File: src/rtl/cont_pkg.sv
// Shared definitions for the bouncing 4-bit counter and its sweep monitor.
package cont_pkg;

  localparam int         CNT_W   = 4;
  localparam logic [3:0] CNT_MAX = 4'd15;

  typedef enum logic [2:0] {
    START = 3'd0,
    UP    = 3'd1,
    TOP   = 3'd2,
    DOWN  = 3'd3,
    BOT   = 3'd4,
    ERR   = 3'd5
  } mon_state_t;

endpackage

File: src/rtl/sat_counter.sv
// Saturating up-counter: increments on inc, holds at all-ones, clears on rst.
module sat_counter #(
  parameter int W = 8
) (
  input  logic         clk,
  input  logic         rst,
  input  logic         inc,
  output logic [W-1:0] cnt
);

  localparam logic [W-1:0] ONE = {{(W-1){1'b0}}, 1'b1};

  always_ff @(posedge clk or posedge rst) begin
    if (rst) begin
      cnt <= '0;
    end else if (inc && (cnt != '1)) begin
      cnt <= cnt + ONE;
    end
  end

endmodule

File: src/rtl/cont_sweep_monitor.sv
// Checks the 0..MAX,MAX..0,0 sweep of the bouncing counter; all outputs registered (latency 1).
// Optional MON_RESYNC_EN: ERR returns to START on a sampled 0 (err_o stays sticky).
module cont_sweep_monitor
  import cont_pkg::*;
#(
  parameter int WIDTH   = CNT_W,
  parameter int SWEEP_W = 8
) (
  input  logic               clk,
  input  logic               rst,
  input  logic [WIDTH-1:0]   s_in,
  output logic               dir_o,
  output logic               peak_o,
  output logic               trough_o,
  output logic [SWEEP_W-1:0] sweep_cnt_o,
  output logic               lock_o,
  output logic               err_o
);

  localparam logic [WIDTH:0] MAX_X = {1'b0, {WIDTH{1'b1}}};
  localparam logic [WIDTH:0] ONE_X = {{WIDTH{1'b0}}, 1'b1};

  mon_state_t       state, state_n;
  logic [WIDTH-1:0] prev;
  logic [WIDTH:0]   s_x, prev_x;
  logic             up_ok, dn_ok, at_max, at_zero;
  logic             dir_n, peak_n, trough_n, inc;

  // One extra bit so prev+1 at MAX and prev-1 at 0 can never match a legal sample.
  assign s_x     = {1'b0, s_in};
  assign prev_x  = {1'b0, prev};
  assign up_ok   = (s_x == prev_x + ONE_X);
  assign dn_ok   = (s_x == prev_x - ONE_X);
  assign at_max  = (s_x == MAX_X);
  assign at_zero = (s_x == '0);

  always_comb begin
    state_n  = state;
    dir_n    = dir_o;
    peak_n   = 1'b0;
    trough_n = 1'b0;
    inc      = 1'b0;
    case (state)
      START: begin
        if (at_zero) begin
          state_n = START;
        end else if (s_x == ONE_X) begin
          state_n = UP;
          dir_n   = 1'b0;
        end else begin
          state_n = ERR;
        end
      end
      UP: begin
        if (!up_ok) begin
          state_n = ERR;
        end else if (at_max) begin
          state_n = TOP;
          peak_n  = 1'b1;
        end
      end
      TOP: begin
        if (at_max) begin
          state_n = DOWN;
          dir_n   = 1'b1;
        end else begin
          state_n = ERR;
        end
      end
      DOWN: begin
        if (!dn_ok) begin
          state_n = ERR;
        end else if (at_zero) begin
          state_n  = BOT;
          trough_n = 1'b1;
        end
      end
      BOT: begin
        if (at_zero) begin
          state_n = UP;
          dir_n   = 1'b0;
          inc     = 1'b1;
        end else begin
          state_n = ERR;
        end
      end
      ERR: begin
`ifdef MON_RESYNC_EN
        if (at_zero) state_n = START;
`endif
      end
      default: state_n = ERR;
    endcase
  end

  always_ff @(posedge clk or posedge rst) begin
    if (rst) begin
      state    <= START;
      prev     <= '0;
      dir_o    <= 1'b0;
      peak_o   <= 1'b0;
      trough_o <= 1'b0;
      lock_o   <= 1'b0;
      err_o    <= 1'b0;
    end else begin
      state    <= state_n;
      prev     <= s_in;
      dir_o    <= dir_n;
      peak_o   <= peak_n;
      trough_o <= trough_n;
      lock_o   <= (state_n == UP) || (state_n == TOP) ||
                  (state_n == DOWN) || (state_n == BOT);
      err_o    <= err_o | (state_n == ERR);
    end
  end

  sat_counter #(.W(SWEEP_W)) u_sweep_cnt (
    .clk (clk),
    .rst (rst),
    .inc (inc),
    .cnt (sweep_cnt_o)
  );

endmodule
File: config.mk
export PLATFORM = sky130hd
export DESIGN_NAME = cont_sweep_monitor
export DESIGN_NICKNAME = d
export VERILOG_FILES = /design/src/rtl/cont_pkg.sv /design/src/rtl/sat_counter.sv /design/src/rtl/cont_sweep_monitor.sv
export SDC_FILE = /design/constraint.sdc
export NUM_CORES = 1
export LEC_CHECK = 0
export CAP_MARGIN = 40
export CORE_MARGIN = 4
export CORE_UTILIZATION = 59
export CTS_BUF_LIST = sky130_fd_sc_hd__clkbuf_8
export CTS_CLUSTER_SIZE = 8
export DETAILED_ROUTE_END_ITERATION = 12
export PLACE_DENSITY = 0.87
export SYNTH_ARGS = -nofsm -noshare
export SYNTH_HDL_FRONTEND = slang
export SYNTH_HIERARCHICAL = 1
export SYNTH_SLANG_ARGS = --single-unit
File: constraint.sdc
create_clock -name clk -period 3.4 [get_ports clk]
set_clock_uncertainty 0.15 [all_clocks]
set_input_delay 0.68 -clock clk [delete_from_list [all_inputs] [get_ports clk]]
set_output_delay 0.68 -clock clk [all_outputs]
set_load 0.05 [all_outputs]
==> results.py <==
metrics = {
    "synthesis": {
        "async_flop_share_pct": 100,
        "synth-compound-area-share_pct": 16.5,
        "synth_xor_area_share_pct": 8.43,
        "netlist_area_um2": 1190,
        "synth_top_family_by_area": "simple AND/OR/NAND/NOR gates",
        "synth-seq-area-share_pct": 42.1,
        "syn-num-nets": 125,
        "yosys.area_share.simple_pct": 21.8,
        "ys_types": 46,
        "synth_cells": 116,
        "synth_edf_count": 0,
        "synth_ff_type": "dfrtp_1",
        "synth_warnings": 6,
        "synth.area.mux_share_pct": 3.79,
        "synth_seq_cells": 20,
        "avgSynthCellArea_um2": 10.2,
        "synthAdderAreaFrac_pct": 3.16,
    },
    "critical_path": {
        "crit_path_end_kind": "flip-flop",
        "cp.arrival_ps": 2860,
        "crit_required_ps": 3390,
        "critPathLaunchType": "input port",
        "crit_type": "input port to flip-flop",
        "critPathMaxFanout": 7,
    },
    "finish": {
        "register_area_um2": 500,
        "drive_gt1_share_pct": 9.63,
        "fillers": 127,
        "syn2layout_area_growth_pct": 20.5,
        "antenna_cells": 0,
        "nets": 145,
        "fin_util_pct": 78.6,
        "multiInputGateArea_um2": 638,
        "layoutNonFillerInstCount": 160,
        "final_area_um2": 1430,
    },
    "clock_network": {
        "clk_pin_slew_ps": 70,
        "cts_tree": "built",
        "cts_sinks": 20,
        "cts_setup_buffers": 0,
        "htree_num_levels": 1,
        "clk_path_buf_depth": 2,
        "cts_buffers": 3,
        "cts_resized": 0,
        "ctsHoldBuffers": 0,
        "clock_latency_ps": 260,
        "root_buffer": "clkbuf_8",
    },
    "power_and_ir_drop": {
        "peakVddDrop_mv": 0.219,
        "p_leak_nw": 0.629,
        "finalPower_mw": 0.476,
        "p_per_area_nw_per_um2": 333,
    },
    "timing": {
        "slew_viol_final": 0,
        "setup_violations": 0,
        "fin_crit_ps": 2870,
        "period_share_pct": 84.5,
        "fin_hold_ws_ps": 343,
        "tightest_slew_ps": 636,
        "fmax_mhz": 348,
        "grt_setup_unrepaired": "false",
        "slew-limit-headroom_pct": 56.5,
        "hold_violations": 0,
        "setup_tns_ps": 0,
        "setup_ws_ps": 526,
    },
    "die": {
        "rows": 15,
        "dieHeight_um": 52.9,
        "die_area_um2": 2790,
        "initial_utilization_pct": 65.2,
        "core_area_um2": 1820,
        "io_pins": 19,
        "dieWidth_um": 52.9,
    },
    "place": {
        "dp_slack_ps": 328,
        "io_buffers": 18,
        "dp_hpwl_mm": 1.91,
        "numPlacedInstances": 156,
        "place_congestion": 0.904,
        "placed_area_um2": 1380,
    },
    "drt": {
        "wirelength_mm": 2.83,
        "dr_total_vias": 998,
        "drt-initial-drc-count": 35,
        "antenna_left": 0,
        "drc": 0,
        "firstDrtPassIters": 4,
        "routedWlPerCell_um": 17.7,
        "vias_per_cell": 6.24,
    },
    "global_routing": {
        "grt_max_degree": 13,
        "met2_usage_pct": 37.2,
        "grt_use_met1_pct": 30.1,
        "overflow": 0,
        "grt.met3_usage_pct": 3.66,
        "grt_pass1_vias": 982,
        "busiest_layer": "met2",
        "grtUsageTotal_pct": 22.9,
        "antenna_found_initial": 0,
        "grt_first_pass_wirelength_mm": 4.62,
    },
    "flow_run": {
        "max_cap_viol_count": 0,
    },
    "worst_hold_path": {
        "hold_path.class": "flip-flop to flip-flop",
    },
    "run_status": {
        "status": "finished, final reports clean",
    },
}
-- worst paths after layout --
check,start,to,slack (ps),cells after the start
hold / removal,err_o,err_o,340,1
min in group asynchronous,rst,u_sweep_cnt/cnt[0],550,2
max in group asynchronous,rst,err_o,2160,2
setup / recovery,s_in[0],u_sweep_cnt/cnt[7],530,6
hold reg to reg,err_o,err_o,340,1
setup reg to reg,prev[0],lock_o,1010,8
-- routing by layer --
layer,routed length (um),part of all wire (%)
met1,1210,43
met2,1320,47
met3,176,6.2
met4,114,4.0
met5,0,0
-- area by class of cell --
class / instances / area share, %
clock buffers: 4 / 3.85
inverters: 7 / 1.84
multi-input cells: 86 / 44.6
flip-flops and latches: 20 / 35.0
well taps: 25 / 2.19
repair buffers: 18 / 12.6
-- cells in the final DEF, fill, tap and decap left out, types with 3 or more instances in the layout --
| cell type | n |
|---|---|
| xnor2_1 | 5 |
| o21ai_0 | 4 |
| clkdlybuf4s50_1 | 18 |
| nand3_1 | 6 |
| ha_1 | 3 |
| nor3_1 | 4 |
| clkbuf_8 | 4 |
| dfrtp_1 | 20 |
| nor2_1 | 9 |
| nand2_1 | 10 |
| o21bai_1 | 4 |
| nand4_1 | 3 |
| inv_1 | 7 |
| mux2_1 | 3 |
-- kinds of logic after synthesis --
group | after synthesis
and+or+nand+nor | 44
DFF | 20
xor gates and xnor gates | 9
buffers and inverters | 10
adders and majority gates | 3
muxes | 4
AOI/OAI and AO/OA | 26
-- sequential cells by signal (all words and copies together) (netlist names) --
name	flops
prev	4
u_sweep_cnt/cnt	8
err_o	1
trough_o	1
lock_o	1
dir_o	1
state	3
peak_o	1
-- critical path: stages --
cell and delay [ps]:
clkdlybuf4s50_1 520, nor4_2 580, and3_1 390, nand3_1 150, nor3_1 180, mux2_1 360
-- synthesized netlist by cell type, types with 2 or more instances --
master,number,area (um^2)
a21oi_1,2,10.0
nand4_1,3,18.8
o21ai_0,4,20.0
inv_1,7,26.3
nand3_1,6,30.0
nor3_1,4,20.0
xnor2_1,5,43.8
and3_1,2,12.5
dfrtp_1,20,500
xor2_1,2,17.5
ha_1,3,37.5
o21ai_2,2,17.5
nand2_1,10,37.5
nor2_1,9,33.8
mux2_1,3,33.8
o21bai_1,4,30.0
-- power breakdown --
group	total, mW	switching (mW)	internal (mW)	leakage, nW
logic	0.0514	0.0311	0.0203	0.345
clock network	0.181	0.0780	0.103	0.0288
registers	0.244	0.00364	0.240	0.255
total	0.476	0.113	0.363	0.629
Note: power is estimated with default switching activity, not from simulation.
